**src/rtl/rom_arbiter_pkg.sv**
```systemverilog
// rtl/rom_arbiter_pkg.sv - shared ROM types, requester enum and address helpers
package rom_arbiter_pkg;

  localparam int WORD_SIZE           = 32;
  localparam int WORD_ADDRESS_SIZE   = 2;   // byte-offset bits inside a word
  localparam int ROM_ADDRESS_SIZE    = 16;  // byte address width seen by the pipeline
  localparam int ROM_WORD_INDEX_SIZE = 6;   // rom holds 64 words; upper address bits wrap

  typedef logic [WORD_SIZE-1:0]           Word;
  typedef logic [ROM_ADDRESS_SIZE-1:0]    RomAddress;
  typedef logic [ROM_WORD_INDEX_SIZE-1:0] RomWordIndex;

  typedef enum logic {ROM_REQ_FETCH, ROM_REQ_LOAD} RomRequester;

  // Word index exactly as rom truncates a byte address.
  function automatic RomWordIndex word_address(input RomAddress addr);
    return addr[WORD_ADDRESS_SIZE +: ROM_WORD_INDEX_SIZE];
  endfunction

  function automatic logic misaligned(input RomAddress addr);
    return addr[WORD_ADDRESS_SIZE-1:0] != '0;
  endfunction

endpackage

```
**src/rtl/rom_arbiter_pick.sv**
```systemverilog
// rtl/rom_arbiter_pick.sv - combinational winner selection for the rom arbiter
module rom_arb_pick
  import rom_arbiter_pkg::*;
#(
  parameter int FETCH_MAX_CONSEC = 4
) (
  input  logic        if_req,
  input  logic        ld_req,
  input  logic [3:0]  consec,
  output RomRequester winner,
  output logic        valid
);

  // Fetch wins ties until it has used up its consecutive contested budget.
  always_comb begin
    valid  = if_req | ld_req;
    winner = ROM_REQ_FETCH;
    if (ld_req && (!if_req || consec == 4'(FETCH_MAX_CONSEC))) begin
      winner = ROM_REQ_LOAD;
    end
  end

endmodule

```
**src/rtl/rom_arbiter.sv**
```systemverilog
// rtl/rom_arbiter.sv - weighted fetch/load arbiter for the single rom read port (option: ROM_ARBITER_ALIGN_CHECK_EN)
module rom_arbiter
  import rom_arbiter_pkg::*;
#(
  parameter int FETCH_MAX_CONSEC = 4
) (
  input  logic      clk,
  input  logic      rst_n,
  input  logic      if_req,
  input  RomAddress if_addr,
  output logic      if_gnt,
  output logic      if_rvalid,
  output Word       if_rdata,
  output logic      if_err,
  input  logic      ld_req,
  input  RomAddress ld_addr,
  output logic      ld_gnt,
  output logic      ld_rvalid,
  output Word       ld_rdata,
  output logic      ld_err,
  output RomAddress rom_address,
  input  Word       rom_out
);

  logic [3:0]  consec;
  RomRequester winner;
  logic        pick_valid;
  Word         resp_data;

  rom_arb_pick #(
    .FETCH_MAX_CONSEC(FETCH_MAX_CONSEC)
  ) u_pick (
    .if_req (if_req),
    .ld_req (ld_req),
    .consec (consec),
    .winner (winner),
    .valid  (pick_valid)
  );

  // Grants and the shared rom address; nothing is granted while reset is held.
  always_comb begin
    if_gnt      = rst_n & pick_valid & (winner == ROM_REQ_FETCH);
    ld_gnt      = rst_n & pick_valid & (winner == ROM_REQ_LOAD);
    rom_address = '0;
    if (if_gnt) begin
      rom_address = if_addr;
    end else if (ld_gnt) begin
      rom_address = ld_addr;
    end
  end

`ifdef ROM_ARBITER_ALIGN_CHECK_EN
  logic resp_err;

  // Misaligned grants still consume the slot but return zero data with err.
  always_comb begin
    resp_data = rom_out;
    resp_err  = 1'b0;
    if (misaligned(rom_address)) begin
      resp_data = '0;
      resp_err  = 1'b1;
    end
  end

  // Error flags travel with the response.
  always_ff @(posedge clk or negedge rst_n) begin
    if (!rst_n) begin
      if_err <= 1'b0;
      ld_err <= 1'b0;
    end else begin
      if_err <= if_gnt & resp_err;
      ld_err <= ld_gnt & resp_err;
    end
  end

`ifndef SYNTHESIS
  // Simulation trace of misaligned rom accesses.
  always @(posedge clk) begin
    if (rst_n && resp_err && (if_gnt || ld_gnt)) begin
      $display("rom_arbiter: warning misaligned %s address %h",
               if_gnt ? "fetch" : "load", rom_address);
    end
  end
`endif
`else
  // Low address bits are simply dropped by rom, so the aligned word comes back.
  always_comb begin
    resp_data = rom_out;
  end

  assign if_err = 1'b0;
  assign ld_err = 1'b0;
`endif

  // Contested-win counter: clears on any load grant, saturates at the budget.
  always_ff @(posedge clk or negedge rst_n) begin
    if (!rst_n) begin
      consec <= '0;
    end else if (ld_gnt) begin
      consec <= '0;
    end else if (if_gnt && ld_req && consec < 4'(FETCH_MAX_CONSEC)) begin
      consec <= consec + 4'd1;
    end
  end

  // Response stage: one-cycle registered data, rdata holds between responses.
  always_ff @(posedge clk or negedge rst_n) begin
    if (!rst_n) begin
      if_rvalid <= 1'b0;
      ld_rvalid <= 1'b0;
      if_rdata  <= '0;
      ld_rdata  <= '0;
    end else begin
      if_rvalid <= if_gnt;
      ld_rvalid <= ld_gnt;
      if (if_gnt) begin
        if_rdata <= resp_data;
      end
      if (ld_gnt) begin
        ld_rdata <= resp_data;
      end
    end
  end

endmodule

```
**config.mk**
```make
export PLATFORM = sky130hd
export DESIGN_NAME = rom_arbiter
export DESIGN_NICKNAME = d
export VERILOG_FILES = /design/src/rtl/rom_arbiter_pkg.sv /design/src/rtl/rom_arbiter_pick.sv /design/src/rtl/rom_arbiter.sv
export SDC_FILE = /design/constraint.sdc
export NUM_CORES = 1
export LEC_CHECK = 0
export CORE_UTILIZATION = 41
export CTS_CLUSTER_SIZE = 25
export DETAILED_ROUTE_END_ITERATION = 8
export PLACE_DENSITY_LB_ADDON = 0.3
export RECOVER_POWER = 25
export SLEW_MARGIN = 20
export SYNTH_ARGS = -nofsm -noshare
export SYNTH_HDL_FRONTEND = slang
export SYNTH_HIERARCHICAL = 1
export SYNTH_SLANG_ARGS = --single-unit
```
**constraint.sdc**
```tcl
create_clock -name clk -period 6.3 [get_ports clk]
set_clock_uncertainty 0.2 [all_clocks]
set_input_delay 1.575 -clock clk [delete_from_list [all_inputs] [get_ports clk]]
set_output_delay 1.575 -clock clk [all_outputs]
set_load 0.01 [all_outputs]
```
==> impl_metrics.py <==
metrics = {
    "outcome": {
        "status": "finished with violations",
        "violations": "max-capacitance violations, max-slew violations",
    },
    "yosys": {
        "synth.cell_area_um2": 2978,
        "synth_ff_type": "dfrtp_1",
        "synth_enable_flop_cells": 0,
        "ys_top_cells_by_count": "99 x nand2_1, 70 x dfrtp_1, 29 x mux2_4",
        "yosysMostFrequentCell": "nand2_1",
        "ys_async_sr_fraction_pct": 100.0,
        "ys_ff_latch": 70,
        "ys_warn_count": 6,
        "synth_area_leaders": "dfrtp_1 59%, mux2_4 15%, nand2_1 12%",
        "yosys.area.top_type": "dfrtp_1",
        "synth-seq-area-share_pct": 58.82,
        "avgSynthCellArea_um2": 12.06,
        "synth_cell_types": 23,
        "synthCells": 247,
        "synth_top_area_share_pct": 58.82,
    },
    "cts": {
        "clock_latency_ps": 330,
        "cts_setup_buffers": 0,
        "cts-root-buf": "clkbuf_8",
        "numCtsBuffers": 9,
        "clk_pin_slew_ps": 70,
        "cts_resized": 0,
        "cts_tree": "built",
        "cts_buffer_depth": 2,
        "ctsHoldBuffers": 0,
        "cts-htree-levels": 3,
        "cts.sinks": 70,
    },
    "power_and_ir_drop": {
        "intPower_mw": 1.046,
        "seq_power_share_pct": 41.7,
        "combPwrFrac_pct": 34.1,
        "p_leak_nw": 2.219,
        "swShare_pct": 29.02,
        "peakVddDrop_mv": 0.1591,
        "p_switching_uw": 427.6,
        "powerDensity_nw_per_um2": 311.6,
        "power.share.clock_pct": 24.2,
    },
    "placed_design": {
        "io_buffer_count": 151,
        "routabilityCongestion": 0.8160,
        "dp_hpwl_mm": 5.224,
        "place_ws_ps": 794.7,
        "dp_cells": 485,
    },
    "timing": {
        "setup_viol": 0,
        "relSlewSlack_pct": -142.2,
        "finalCritPeriodShare_pct": 87.34,
        "finalCriticalPeriod_ps": 5502,
        "worst_pin_slew_ps": 3633,
        "hold_viol": 0,
        "rsz0062_at_grt": "no",
        "max_freq_ghz": 0.1817,
        "fin_ws_ps": 797.8,
        "fin_tns_setup_ps": 0,
        "maxSlewViolCount": 71,
    },
    "detailed_routing": {
        "totalWireLength_mm": 7.360,
        "drc": 0,
        "detail-route-antenna-nets": 0,
        "via_per_inst": 4.727,
        "first_pass_iters": 4,
        "drt_iter0_drc": 120,
        "wl_per_cell_um": 14.69,
        "vias": 2368,
    },
    "cells_and_area": {
        "ff_latch_area_um2": 1752,
        "area_growth_pct": 58.78,
        "antenna_cells": 0,
        "fillers": 543,
        "nets": 469,
        "multi_input_area_um2": 1117,
        "fin_cells": 501,
        "drive_gt1_share_pct": 14.07,
    },
    "floorplan": {
        "core_area_um2": 6907,
        "die_x_um": 87.23,
        "boundaryPins": 154,
        "num_rows": 30,
        "die-area_um2": 7608,
        "initial_core_util_pct": 43.12,
        "die_h_um": 87.23,
    },
    "global_route": {
        "grt_usage_pct": 20.29,
        "grt_pass1_wl_mm": 11.48,
        "grt_pass1_vias": 2383,
        "antenna_found_initial": 0,
        "overflow": 0,
        "grt_max_degree": 71,
    },
    "hold_path": {
        "hold_start": "ld_rdata[28]$_DFFE_PN0N_",
        "hp-class": "reg2reg",
        "min_to": "ld_rdata[28]$_DFFE_PN0N_",
        "hold_depth": 2,
    },
    "setup_path": {
        "cp.arrival_ps": 3730,
        "r2r-start": "consec[1]$_DFFE_PN0P_",
        "path_cells": "clkdlybuf4s50_1 -> a21boi_1 -> nand3_2 -> inv_2 -> a22o_1 -> clkdlybuf4s50_1",
        "worst_path_most_repeated_cell": "clkdlybuf4s50_1",
        "regToRegEndpoint": "if_rdata[9]$_DFFE_PN0P_",
        "r2r_cells": 5,
        "reg2reg_slack_ps": 3700,
        "worst_setup_path_end_kind": "output port",
        "cp.required_ps": 4530,
        "slowest_delay_ps": 550,
        "startpoint_type": "primary input",
        "critical_path_class": "in2out",
        "slowest_stage": "clkdlybuf4s50_1",
        "path_max_fanout": 36,
    },
    "job": {
        "maxCapViolations": 1,
    },
}
metal layers:
layer	track usage, %	routed length [um]	vias to the layer above
met5	0	0	-
met4	8.197	133	0
met3	5.118	517	12
met2	34.22	3673	108
met1	24.98	3036	1126
li1	-	-	1122
flip-flops by register name, summed over array words and instances (netlist names):
| register | count |
|---|---|
| ld_rdata | 32 |
| if_rvalid | 1 |
| ld_rvalid | 1 |
| consec | 4 |
| if_rdata | 32 |
power by group through the flow:
stage / clock [mW] / combinational (mW) / sequential [mW]
after floorplan: 0 / 0.162 / 0.664
after global placement: 0 / 0.496 / 0.620
after detailed placement: 0 / 0.509 / 0.622
after CTS: 0.366 / 0.511 / 0.615
after global routing: 0.381 / 0.542 / 0.627
final: 0.356 / 0.502 / 0.615
worst max-delay path: cells and delay by family:
kind            cells  cell delay, ps
compound gates      2             500
buf+inv             3            1540
simple gates        1             110
cell type report:
type | count | area share [%]
multi-input combinational | 161 | 23.63
clock inverter | 7 | 1.535
clock buffer | 9 | 2.620
tap | 96 | 2.540
sequential | 70 | 37.05
timing repair buffer | 155 | 32.39
inverter | 3 | 0.2382
kinds of logic after synthesis:
| family | Yosys count | synth area share [%] |
|---|---|---|
| multiplexers | 34 | 16.43 |
| flip-flops | 70 | 58.82 |
| adder cells (fa/ha/maj) | 1 | 0.4201 |
| buffers and inverters | 17 | 3.781 |
| AND/OR/NAND/NOR | 106 | 15.21 |
| other | 1 | 0.1259 |
| AO/OA/AOI/OAI | 18 | 5.210 |
cells in the final DEF (no fill, tap or decap), types with 2 or more instances in the layout:
master / count
mux2_2: 3
clkbuf_1: 2
dfrtp_1: 70
clkbuf_8: 9
clkinvlp_4: 2
buf_4: 3
nand2_1: 99
a22o_1: 16
clkdlybuf4s50_1: 150
mux2i_1: 2
conb_1: 2
inv_2: 2
clkinv_2: 2
mux2_4: 29
metrics by stage:
stage / power, mW / hold slack (ps) / util [%] / area, um2
2_1_floorplan: 0.8254 / 272.6 / - / 2982
5_1_grt: 1.550 / 300.2 / 68.46 / 4728
6_report: 1.473 / 274.2 / 68.46 / 4728
4_1_cts: 1.492 / 279.6 / 68.57 / 4736
3_3_place_gp: 1.116 / 257.4 / 65.72 / 4539
3_5_place_dp: 1.131 / 261.8 / 65.72 / 4539
worst max path at each step:
stage / from / to / slack (ps) / depth (start not counted)
final: ld_req / rom_address[2] / 800 / 6
after global placement: ld_req / rom_address[0] / 890 / 6
after global routing: rst_n / ld_rdata[24]$_DFFE_PN0N_ / 470 / 2
after floorplan: if_req / rom_address[10] / 1990 / 5
after detailed placement: ld_req / rom_address[5] / 790 / 6
after CTS: ld_req / rom_address[5] / 780 / 6
(Power assumes the default switching activity.)
